**src/rtl/challenge_210_core_if.sv**
```systemverilog
// Operand/result bundle for challenge_210_core; parity ports exist only when
// CHALLENGE_210_PARITY_EN is defined.
`timescale 1ns/1ps
interface challenge_210_core_if #(
    parameter int unsigned CNT_W = 8
);
    logic             aa;
    logic             bb;
    logic             cc;
    logic             yy;
    logic             yy_q;
    logic             yy_rise;
    logic             yy_fall;
    logic [CNT_W-1:0] toggle_cnt;
    logic             cnt_sat;
`ifdef CHALLENGE_210_PARITY_EN
    logic             par_q;
    logic             par_err;

    modport slave (
        input  aa, bb, cc,
        output yy, yy_q, yy_rise, yy_fall, toggle_cnt, cnt_sat, par_q, par_err
    );
    modport master (
        output aa, bb, cc,
        input  yy, yy_q, yy_rise, yy_fall, toggle_cnt, cnt_sat, par_q, par_err
    );
`else
    modport slave (
        input  aa, bb, cc,
        output yy, yy_q, yy_rise, yy_fall, toggle_cnt, cnt_sat
    );
    modport master (
        output aa, bb, cc,
        input  yy, yy_q, yy_rise, yy_fall, toggle_cnt, cnt_sat
    );
`endif
endinterface

```
**src/rtl/challenge_210_core.sv**
```systemverilog
// XOR of aa/bb with registered copy, edge pulses and saturating toggle counter.
// Optional macro CHALLENGE_210_PARITY_EN adds a registered parity self-check.
`timescale 1ns/1ps
module challenge_210_core #(
    parameter int unsigned CNT_W = 8
) (
    input logic                 clk,
    input logic                 rst,
    challenge_210_core_if.slave bus
);
    logic             yy_c;
    logic             yy_q_q, yy_q_d;
    logic             rise_q, rise_d;
    logic             fall_q, fall_d;
    logic [CNT_W-1:0] cnt_q, cnt_d;
    logic             unused_cc;

    always_comb begin
        yy_c = bus.aa ^ bus.bb;
        unused_cc = bus.cc;
    end

    always_comb begin
        yy_q_d = yy_c;
        rise_d = yy_c & ~yy_q_q;
        fall_d = ~yy_c & yy_q_q;
        cnt_d  = cnt_q;
        // Count only sampled transitions and hold at all-ones instead of wrapping.
        if ((yy_c != yy_q_q) && (cnt_q != '1)) begin
            cnt_d = cnt_q + CNT_W'(1);
        end
    end

    always_ff @(posedge clk) begin
        if (rst) begin
            yy_q_q <= 1'b0;
            rise_q <= 1'b0;
            fall_q <= 1'b0;
            cnt_q  <= '0;
        end else begin
            yy_q_q <= yy_q_d;
            rise_q <= rise_d;
            fall_q <= fall_d;
            cnt_q  <= cnt_d;
        end
    end

    always_comb begin
        bus.yy         = yy_c;
        bus.yy_q       = yy_q_q;
        bus.yy_rise    = rise_q;
        bus.yy_fall    = fall_q;
        bus.toggle_cnt = cnt_q;
        bus.cnt_sat    = &cnt_q;
    end

`ifdef CHALLENGE_210_PARITY_EN
    logic par_q_q, par_q_d;
    logic cc_q_q;
    logic err_q, err_d;

    always_comb begin
        par_q_d = bus.aa ^ bus.bb ^ bus.cc;
        // Registered parity must equal registered yy combined with registered cc.
        err_d   = err_q | (par_q_q != (yy_q_q ^ cc_q_q));
    end

    always_ff @(posedge clk) begin
        if (rst) begin
            par_q_q <= 1'b0;
            cc_q_q  <= 1'b0;
            err_q   <= 1'b0;
        end else begin
            par_q_q <= par_q_d;
            cc_q_q  <= bus.cc;
            err_q   <= err_d;
        end
    end

    always_comb begin
        bus.par_q   = par_q_q;
        bus.par_err = err_q;
    end
`endif
endmodule

```
**src/flat_wrapper.sv**
```systemverilog
// flat-port wrapper written by rule: the top's interface ports become plain ports
module challenge_210_core_flat 
#(
    parameter int unsigned CNT_W = 8
)
  (clk, rst, bus_aa, bus_bb, bus_cc, bus_yy, bus_yy_q, bus_yy_rise, bus_yy_fall, bus_toggle_cnt, bus_cnt_sat);
  challenge_210_core_if #(.CNT_W(CNT_W)) bus_i ();
  input logic clk;
  input logic rst;
  input wire logic [$bits(bus_i.aa)-1:0] bus_aa;
  input wire logic [$bits(bus_i.bb)-1:0] bus_bb;
  input wire logic [$bits(bus_i.cc)-1:0] bus_cc;
  output wire logic [$bits(bus_i.yy)-1:0] bus_yy;
  output wire logic [$bits(bus_i.yy_q)-1:0] bus_yy_q;
  output wire logic [$bits(bus_i.yy_rise)-1:0] bus_yy_rise;
  output wire logic [$bits(bus_i.yy_fall)-1:0] bus_yy_fall;
  output wire logic [$bits(bus_i.toggle_cnt)-1:0] bus_toggle_cnt;
  output wire logic [$bits(bus_i.cnt_sat)-1:0] bus_cnt_sat;
  assign bus_i.aa = bus_aa;
  assign bus_i.bb = bus_bb;
  assign bus_i.cc = bus_cc;
  assign bus_yy = bus_i.yy;
  assign bus_yy_q = bus_i.yy_q;
  assign bus_yy_rise = bus_i.yy_rise;
  assign bus_yy_fall = bus_i.yy_fall;
  assign bus_toggle_cnt = bus_i.toggle_cnt;
  assign bus_cnt_sat = bus_i.cnt_sat;
  challenge_210_core #(.CNT_W(CNT_W)) u_core (.clk(clk), .rst(rst), .bus(bus_i));
endmodule
```
**config.mk**
```make
export PLATFORM = sky130hd
export DESIGN_NAME = challenge_210_core_flat
export DESIGN_NICKNAME = d
export VERILOG_FILES = /design/src/rtl/challenge_210_core_if.sv /design/src/rtl/challenge_210_core.sv /design/src/flat_wrapper.sv
export SDC_FILE = /design/constraint.sdc
export NUM_CORES = 1
export LEC_CHECK = 0
export ABC_CLOCK_PERIOD_IN_PS = 1700
export BUFFER_PORTS_ARGS = -buffer_cell sky130_fd_sc_hd__buf_2
export CORE_AREA = 3 3 40 42
export CTS_BUF_LIST = sky130_fd_sc_hd__clkbuf_8
export DETAILED_ROUTE_END_ITERATION = 16
export DIE_AREA = 0 0 43 45
export HOLD_SLACK_MARGIN = 0.08
export PLACE_DENSITY = 0.72
export SYNTH_ARGS = -nofsm -noshare
export SYNTH_HDL_FRONTEND = slang
export SYNTH_SLANG_ARGS = --single-unit
```
**constraint.sdc**
```tcl
create_clock -name clk -period 1.7 [get_ports clk]
set_input_delay 0.17 -clock clk [delete_from_list [all_inputs] [get_ports clk]]
set_output_delay 0.17 -clock clk [all_outputs]
set_load 0.05 [all_outputs]
```
# Yosys cells after proc, flatten, opt, wreduce, memory -nomap -nowiden

Cells that the tools add are included.

ROM bits: 0
Bits in writable memories: 0
Memories: 0
Logic and storage cells: 14
Bits of input ports: 5
Register bits: 11
Latch bits: 0
Output and inout port bits: 13

$lt $le $gt $ge: 0
$mul: 0
Reductions and logical operators: 2
Bitwise operators: 5
Eq/ne operators: 2
Add/sub/neg operators: 1
Shift-type cells: 0
Div/mod/pow operators: 0
Multiplexer cells: 0

Operators with widths:

| kind                                         | count |
|---|---|
| adder 8 x 1 -> 8 bit, second input constant  | 1 |
| inequality test 8 bit, second input constant | 1 |
| AND reduction 8 bit                          | 1 |
| bitwise AND 1 bit                            | 2 |
| inverter 1 bit                               | 2 |
| logical AND 1 bit                            | 1 |
| inequality test 1 bit                        | 1 |
| bitwise XOR 1 bit                            | 1 |

# Longest topological paths before layout

Gate-level depths: netlist of the first run.

Depth in word-level cells: 3
Gate-level depth with buffers: 6
Mapped depth without buffers: 6

# Worst setup path before layout of the first run

No wires, ideal clock.

Path type: reg-to-output
Start: reg u_core.cnt_q[0], in the netlist u_core.bus.toggle_cnt[0]
End: out bus_cnt_sat
Data required time: 1,530 ps
Path buffers: 0
Data arrival time: 1,846 ps
Path slack: -316 ps
Stages on the path, launching flop included: 4
Cells stage by stage: dfxtp_1 > ha_1 > nand4_1 > nor2_1

Cells in the longest elaborated chain, start to end: 1

Ends and longest elaborated chain:

| item                   | RTL line                 | source |
|---|---|---|
| from (decl)            | challenge_210_core.sv:15 | `logic [CNT_W-1:0] cnt_q, cnt_d;` |
| from (signal assigned) | challenge_210_core.sv:44 | `cnt_q <= cnt_d;` |
| AND reduction 8 bit    | challenge_210_core.sv:54 | `bus.cnt_sat = &cnt_q;` |
| to (decl)              | flat_wrapper.sv:18       | `output wire logic [$bits(bus_i.cnt_sat)-1:0] bus_cnt_sat;` |

No other way between the ends.

# Worst setup path in the final report of the first run

Ends and elaborated chain as after synthesis.

==> metrics.txt, run 1 <==
overall die height 45 microns; Row Count 13; total grt overflow 0; root buffer cell sky130_fd_sc_hd__clkbuf_8; Cells after Synth 60; clk sink count 11; largest net degree at the start of global routing 15; main flop type after synthesis sky130_fd_sc_hd__dfxtp_1; CP Capture Type output port; Worst path max stage delay 370 ps; via-per-instance ratio 5.40; commonest non-fill, non-tap cell in the layout sky130_fd_sc_hd__buf_2; clock network power share 0.353; setup repair bufs after CTS 0; final setup fails 0; area of the die 1940 sq um; library cell contributing the largest single delay on the critical path sky130_fd_sc_hd__dfxtp_2; average wire per standard cell 11.8 microns; count of hold buffers inserted by post-cts repair 0; Hold/Removal Path Class in -> reg; outcome finished clean; Max rail drop VDD around 0.58 mV; routability cong. 0.831; transition time at the pin with the least slew margin about 270 ps; initial antenna violation count 0; Max transition margin 0.818; Worst Setup Slack, final 128 ps; Floorplan Core Area 1280 sq um; global-route wire length before repair 1900 microns; maximum frequency from static timing analysis 636 MHz; vias in the first global route 460; number of nets in the layout 90; cell internal pwr 493 uW; initial core utilization 0.450; clock slew at the register clock pins of the worst setup and hold paths approximately 50 ps; cells along the critical path ha_2, nand4_1, nor2_2, buf_2; distinct cell type count after synthesis 30; Flop pwr share 0.412; total routing usage reported by global routing 0.131; part of the Yosys area used for sequential elements 0.381; DRC 0; peak fanout along the critical path 7; share of final-layout standard cells stronger than drive strength 1 0.457; synthesized net count 68; hold violation total from the final report 0; placed inst area 699 sq um; leakage power of the design about 0.34 nW; wire length after detailed routing 1130 microns; setup repair after global routing missed its margin no; Clock Latency Late Sink 240 ps; summed area of non-filler cells in the final layout 747 sq um; CP startpoint kind flop; synthesized area 578 sq um; Logic pwr share 0.235; number of pins exceeding their max-slew limit in the final report 0; Post-DRT Antenna Nets 0; final sum of negative setup slack 0 ps; arrival time of data at the critical path endpoint 1400 ps; Area growth, synth to finish 29.2%; data required time of the worst path roughly 1500 ps; IO Port Bufs 16; Worst path top cell family by delay flip-flops; commonest cells after routing, fill and taps aside sky130_fd_sc_hd__buf_2, sky130_fd_sc_hd__dfxtp_1, sky130_fd_sc_hd__nor2b_1; Filler cells 127; number of synthesized flops with an enable pin 0; Power Density about 950 nW/um^2; clock buffers created by TritonCTS 3; violation count after the first detailed-routing iteration 8; via count 518; Maximum Capacitance Violations 0; worst-case clock buffer depth 2; io pins 18; final HPWL from detailed placement 834 microns; post-route fraction of the period consumed by the critical path 0.925; Avg Synthesized Cell Area 9.63 sq um; CTS-repair resized insts 0; antenna diode count 0; utilization of the core after routing 0.581; Critical path buffers and inverters 1; dpl ws 78.1 ps; clock tree skew after final layout 3.40 ps; Yosys Warn Count 0; number of H-tree branching levels 1; drt pass-1 iters 4; Synth Register Bits 11; proportion of synthesized flip-flops having asynchronous set or reset 0; minimum clock period 1570 ps; switching component of the power 217 uW; chip width about 43 microns; worst setup path category reg -> out; CTS tree done; switching share of power 0.305
-- state kept, by name, indices dropped and copies added (netlist names) --
register and cells:
u_core.bus.yy_fall 1, u_core.bus.toggle_cnt 8, u_core.bus.yy_q 1, u_core.bus.yy_rise 1
-- logic make-up (layout without fill, tap and decap cells) --
logic type,after synthesis,after routing,synth area share
and+or+nand+nor,26,26,0.292
AOI/OAI and AO/OA,12,12,0.145
DFF,11,11,0.381
buffers and inverters,4,25,0.0390
adders and majority gates,3,3,0.0649
muxes,3,3,0.0628
xor gates and xnor gates,1,1,0.0152
-- power by group through the flow --
| stage | combinational (mW) | sequential [mW] | clock [mW] |
|---|---|---|---|
| 6_report | 0.167 | 0.293 | 0.251 |
| 5_1_grt | 0.181 | 0.294 | 0.269 |
| 4_1_cts | 0.168 | 0.292 | 0.259 |
| 3_5_place_dp | 0.167 | 0.297 | 0 |
| 3_3_place_gp | 0.164 | 0.296 | 0 |
| 2_1_floorplan | 0.0771 | 0.347 | 0 |
-- routing by layer --
metal  track usage  vias to the layer above  routed length (microns)
met3        0.0598                        0                       79
met4        0.0361                        0                        0
li1              -                      264                        -
met2         0.219                       15                      510
met1         0.152                      239                      542
met5             0                        -                        0
-- cell type report --
type,count,area (sq um),area share
repair buffers,18,95.1,0.127
multi-input cells,45,353,0.472
clock inverters,1,3.75,0.00503
clock buffers,3,41.3,0.0553
well taps,15,18.8,0.0251
inverters,3,11.3,0.0151
flip-flops and latches,11,224,0.300
-- cell usage after synthesis, drive strengths merged, types with 2 or more instances --
master	n	area (sq um)
dfxtp	11	220
mux2	2	26.3
nand3b	2	15.0
and3	2	15.0
nand3	2	10.0
and4	2	21.3
a21oi	3	18.8
nand2b	2	12.5
a31oi	3	18.8
nor2b	4	25.0
a211oi	3	22.5
ha	3	37.5
inv	3	11.3
nor2	4	15.0
nor3	2	10.0
-- worst paths after layout --
path                                         startpoint                                    end  slack, ps  depth (start not counted)
setup reg to reg  u_core.bus.toggle_cnt[0]$_SDFFE_PP0P_  u_core.bus.toggle_cnt[3]$_SDFFE_PP0P_        240                          4
hold reg to reg   u_core.bus.toggle_cnt[1]$_SDFFE_PP0P_  u_core.bus.toggle_cnt[1]$_SDFFE_PP0P_        530                          2
setup / recovery  u_core.bus.toggle_cnt[0]$_SDFFE_PP0P_                            bus_cnt_sat        130                          4
hold / removal                                      rst             u_core.bus.yy_q$_SDFF_PP0_        260                          2
-- stage by stage --
stage | hold WS, ps | std cells | power [mW]
after detailed placement | 506 | 92 | 0.464
after CTS | 260 | 96 | 0.718
after floorplan | 343 | 60 | 0.424
after global placement | 477 | 92 | 0.460
after global routing | 278 | 96 | 0.744
final | 262 | 96 | 0.710
Note: power is estimated with default switching activity, not from simulation.
==> inputs of run 2 (changes only) <==
Settings changed: PLACE_DENSITY 0.72 to 0.8, RECOVER_POWER from default to 50.
==> metrics.txt, run 2 (synthesized netlist as in run 1, its figures left out) <==
setup repair bufs after CTS 0 (unchanged); met3 Track Usage GR 0.0478 (-0.0120); Max rail drop VDD 0.648 mV (+13%); grt met1 use 0.160 (+0.00823); number of H-tree branching levels 1 (unchanged); Worst path max stage delay 370 ps (about the same); root buffer cell sky130_fd_sc_hd__clkbuf_8; final setup fails 0 (unchanged); initial antenna violation count 0 (unchanged); hold violation total from the final report 0 (unchanged); Area growth, synth to finish 26.0%; number of nets in the layout 89 (-1.1%); switching share of power 0.310 (+0.00532); cell internal pwr 489 uW (-0.80%); Max transition margin 0.605 (-0.213); initial core utilization 0.450 (unchanged); largest net degree at the start of global routing 15 (unchanged); transition time at the pin with the least slew margin 595 ps (+323 ps); Row Count 13 (unchanged); average wire per standard cell 11.8 microns (+0.16%); Post-DRT Antenna Nets 0 (unchanged); CP Capture Type output port; final sum of negative setup slack 0 ps (unchanged); drt pass-1 iters 2 (-2); antenna diode count 0 (unchanged); Hold/Removal Path Class in -> reg; outcome finished clean; post-route fraction of the period consumed by the critical path 0.922 (-0.00254); violation count after the first detailed-routing iteration 3 (-5); peak fanout along the critical path 7 (unchanged); area of the die 1940 sq um (unchanged); IO Port Bufs 16 (unchanged); Logic pwr share 0.223 (-0.012); clock slew at the register clock pins of the worst setup and hold paths 50 ps (about the same); CTS tree done; met2 GRT Util 0.222 (+0.00299); most used routing layer met2; Filler cells 123 (-3.1%); arrival time of data at the critical path endpoint 1400 ps (about the same); hold-critical path depth 2 (unchanged); Flop pwr share 0.412 (about the same); worst-case clock buffer depth 2 (unchanged); clock tree skew after final layout 5.48 ps (+2.08 ps); setup repair after global routing missed its margin no; minimum clock period 1570 ps (-4.32 ps); share of final-layout standard cells stronger than drive strength 1 0.338 (-0.119); CP startpoint kind flop; final HPWL from detailed placement 852 microns (+2.2%); io pins 18 (unchanged); clock buffers created by TritonCTS 3 (unchanged); DRC 0 (unchanged); number of pins exceeding their max-slew limit in the final report 0 (unchanged); maximum frequency from static timing analysis 638 MHz (+0.28%); overall die height 45 microns (unchanged); vias in the first global route 470 (+2.2%); library cell contributing the largest single delay on the critical path sky130_fd_sc_hd__dfxtp_2; number of flip-flops under the largest register name 8 (unchanged); Power Density 975 nW/um^2 (+2.5%); clock network power share 0.365 (+0.012); Floorplan Core Area 1280 sq um (unchanged); via count 518 (unchanged); switching component of the power 220 uW (+1.7%); via-per-instance ratio 5.45 (+1.1%); Maximum Capacitance Violations 0 (unchanged); routability cong. 0.751 (-9.6%); data required time of the worst path 1530 ps (about the same); Clock Latency Late Sink 240 ps (about the same); worst r2r path cells 5 (+1); total grt overflow 0 (unchanged); worst setup path category reg -> out; clk sink count 11 (unchanged); utilization of the core after routing 0.567 (-0.0146); leakage power of the design 0.299 nW (-12%); global-route wire length before repair 1980 microns (+4.0%); chip width 43 microns (unchanged); wire length after detailed routing 1120 microns (-0.88%); cells along the critical path ha_2, nand4_1, nor2_2, buf_2; total routing usage reported by global routing 0.141 (+0.0104); commonest cells after routing, fill and taps aside sky130_fd_sc_hd__clkbuf_1, sky130_fd_sc_hd__dfxtp_1, sky130_fd_sc_hd__buf_2, sky130_fd_sc_hd__nor2b_1
==> run 2: cell type report <==
type	instances	area [sq um]	share of cell area
timing repair buffer	17	76.3	0.105
tap	15	18.8	0.0258
clock buffer	3	41.3	0.0567
multi-input combinational	45	353	0.485
clock inverter	1	5.00	0.00687
inverter	3	11.3	0.0155
sequential	11	223	0.306
==> run 2: repair_timing <==
| item | in CTS | in global routing |
|---|---|---|
| hold buffers | 0 | 0 |
| hold endpoints to repair | 0 | 0 |
| gates resized for setup | 0 | 1 |
| endpoints found under the setup margin | 0 | 1 |
==> run 2: power by group through the flow <==
stage / combinational [mW] / clock (mW) / sequential, mW
after floorplan: 0.0771 / 0 / 0.347
after global placement: 0.161 / 0 / 0.295
after detailed placement: 0.164 / 0 / 0.297
after CTS: 0.164 / 0.268 / 0.291
after global routing: 0.171 / 0.283 / 0.294
final: 0.158 / 0.259 / 0.292
==> run 2: worst max-delay path, delay by kind of cell (launching register included) <==
kind | cells | cell delay [ps]
buffers and inverters | 1 | 260
adder cells (fa/ha/maj) | 1 | 250
flip-flops | 1 | 370
AND/OR/NAND/NOR | 2 | 270
==> run 2: through the flow <==
| stage | power [mW] | std cells | setup slack, ps | hold WS (ps) | cell area, sq um |
|---|---|---|---|---|---|
| floorplan | 0.424 | 60 | 28.8 | 343 | 597 |
| global placement | 0.456 | 91 | 62.8 | 480 | 692 |
| detailed placement | 0.460 | 91 | 20.2 | 500 | 692 |
| CTS | 0.723 | 95 | 92.9 | 259 | 738 |
| global route | 0.748 | 95 | 49.9 | 269 | 728 |
| finish | 0.710 | 95 | 132 | 249 | 728 |
==> run 2: worst paths after layout <==
path / from / end / slack, ps
max: u_core.bus.toggle_cnt[0]$_SDFFE_PP0P_ / bus_cnt_sat / 130
min reg2reg: u_core.bus.toggle_cnt[1]$_SDFFE_PP0P_ / u_core.bus.toggle_cnt[1]$_SDFFE_PP0P_ / 510
min: rst / u_core.bus.yy_q$_SDFF_PP0_ / 250
max reg2reg: u_core.bus.yy_q$_SDFF_PP0_ / u_core.bus.toggle_cnt[3]$_SDFFE_PP0P_ / 180
==> run 2: layer usage <==
layer,routed length [microns],vias to the layer above
met5,0,-
met4,27,0
met3,72,4
met2,516,13
met1,507,238
li1,-,263
==> inputs of run 3 (changes only) <==
Settings changed: GPL_TIMING_DRIVEN from default to 0.
==> metrics.txt, run 3 (synthesized netlist as in run 1, its figures left out) <==
Power Density 974 nW/um^2 (about the same); number of nets in the layout 89 (unchanged); clock network power share 0.365 (about the same); Row Count 13 (unchanged); io pins 18 (unchanged); Hold/Removal Path Class in -> reg; switching share of power 0.311 (about the same); clk sink count 11 (unchanged); transition time at the pin with the least slew margin 610 ps (+15.1 ps); clock buffers created by TritonCTS 3 (unchanged); data required time of the worst path 1820 ps (+290 ps); clock slew at the register clock pins of the worst setup and hold paths 50 ps (about the same); Critical path buffers and inverters 1 (unchanged); commonest cells after routing, fill and taps aside sky130_fd_sc_hd__dfxtp_1, sky130_fd_sc_hd__buf_2, sky130_fd_sc_hd__clkbuf_1, sky130_fd_sc_hd__nor2b_1; Worst path top cell family by delay adder cells; total grt overflow 0 (unchanged); Logic pwr share 0.217 (-0.006); CP Capture Type flop; instance count after placement with tap cells included 91 (unchanged); global-route wire length before repair 1930 microns (-2.4%); routability cong. 0.780 (+3.8%); largest net degree at the start of global routing 11 (-4); Worst Setup Slack, final 122 ps (-10.1 ps); number of pins exceeding their max-slew limit in the final report 0 (unchanged); final cell count without fillers 95 (unchanged); Max transition margin 0.595 (-0.0100); average wire per standard cell 12.2 microns (+3.0%); met2 layer wire length in the routed design 567 microns (+9.9%); antenna diode count 0 (unchanged); Floorplan Core Area 1280 sq um (unchanged); minimum clock period 1580 ps (+10.1 ps); overall die height 45 microns (unchanged); Worst path max stage delay 360 ps (about the same); initial antenna violation count 0 (unchanged); chip width 43 microns (unchanged); area of the die 1940 sq um (unchanged); final sum of negative setup slack 0 ps (unchanged); violation count after the first detailed-routing iteration 19 (+16); Flop pwr share 0.418 (+0.006); post-route fraction of the period consumed by the critical path 0.928 (+0.00593); setup repair after global routing missed its margin no; highest layer used for signal routing met4; Maximum Capacitance Violations 0 (unchanged); Post-DRT Antenna Nets 0 (unchanged); total routing usage reported by global routing 0.137 (-0.00429); Post-Route M1 WL 511 microns (+0.79%); CP startpoint kind flop; IO Port Bufs 16 (unchanged); Clock Latency Late Sink 240 ps (about the same); dpl ws -32.0 ps (-52.2 ps); DRC 0 (unchanged); CTS tree done; Max rail drop VDD 0.537 mV (-17%); cells along the critical path inv_1, ha_1, and3b_1, o211ai_1, mux2_2; final HPWL from detailed placement 838 microns (-1.6%); number of H-tree branching levels 1 (unchanged); arrival time of data at the critical path endpoint 1700 ps (+300 ps); drt pass-1 iters 4 (+2); library cell contributing the largest single delay on the critical path sky130_fd_sc_hd__ha_1; worst-case clock buffer depth 2 (unchanged); root buffer cell sky130_fd_sc_hd__clkbuf_8; maximum frequency from static timing analysis 634 MHz (-0.64%); routed length on met3 58 microns (-19%); cell internal pwr 484 uW (-1.1%); clock tree skew after final layout 3.91 ps (-1.57 ps); vias in the first global route 451 (-4.0%); utilization of the core after routing 0.561 (-0.00584); share of final-layout standard cells stronger than drive strength 1 0.338 (unchanged); commonest non-fill, non-tap cell in the layout sky130_fd_sc_hd__dfxtp_1; via-per-instance ratio 5.61 (+2.9%); switching component of the power 218 uW (-1.0%); final setup fails 0 (unchanged); hold violation total from the final report 0 (unchanged); initial core utilization 0.450 (unchanged); Area growth, synth to finish 24.7%; setup repair bufs after CTS 0 (unchanged); number of flip-flops under the largest register name 8 (unchanged); peak fanout along the critical path 6 (-1); worst setup path category reg -> reg; wire length after detailed routing 1160 microns (+3.0%); leakage power of the design 0.304 nW (+1.8%); outcome finished clean; via count 533 (+2.9%)
[run 3: metal layers]
metal / vias up / track usage
met5: - / 0
met4: 0 / 0.0904
li1: 263 / -
met2: 14 / 0.231
met3: 4 / 0.0239
met1: 252 / 0.160
[run 3: power groups by stage]
stage	sequential (mW)	clock (mW)	combinational [mW]
4_1_cts	0.292	0.263	0.164
6_report	0.293	0.257	0.152
3_3_place_gp	0.295	0	0.161
5_1_grt	0.296	0.278	0.164
3_5_place_dp	0.297	0	0.163
2_1_floorplan	0.347	0	0.0771
[run 3: worst min-delay path, stage by stage]
cell                      delay (ps)
sky130_fd_sc_hd__buf_2            80
sky130_fd_sc_hd__xnor2_1         100
sky130_fd_sc_hd__nor2_1           90
[run 3: final cells by class]
type                       count  area [sq um]
sequential                    11           223
inverter                       3          11.3
multi-input combinational     45           340
buffer                         1          11.3
timing repair buffer          16          70.1
tap                           15          18.8
clock inverter                 1          5.00
clock buffer                   3          41.3
fill                         131           564
[run 3: worst paths after layout]
kind         slack, ps                               endpoint                                  start  cells past startpoint
max                120  u_core.bus.toggle_cnt[3]$_SDFFE_PP0P_             u_core.bus.yy_q$_SDFF_PP0_                      5
min                240             u_core.bus.yy_q$_SDFF_PP0_                                 bus_aa                      3
max reg2reg        120  u_core.bus.toggle_cnt[3]$_SDFFE_PP0P_             u_core.bus.yy_q$_SDFF_PP0_                      5
min reg2reg        510  u_core.bus.toggle_cnt[1]$_SDFFE_PP0P_  u_core.bus.toggle_cnt[1]$_SDFFE_PP0P_                      2
[run 3: what timing repair did]
| item | CTS | global route |
|---|---|---|
| hold buffers | 0 | 0 |
| resized for setup | 0 | 1 |
| setup endpoints to repair | 0 | 1 |
[run 3: metrics by stage]
stage | cell area, sq um | hold WS [ps] | total power [mW]
final | 721 | 239 | 0.702
after global routing | 721 | 284 | 0.739
after CTS | 742 | 239 | 0.719
after global placement | 696 | 473 | 0.456
after floorplan | 597 | 343 | 0.424
after detailed placement | 696 | 486 | 0.460
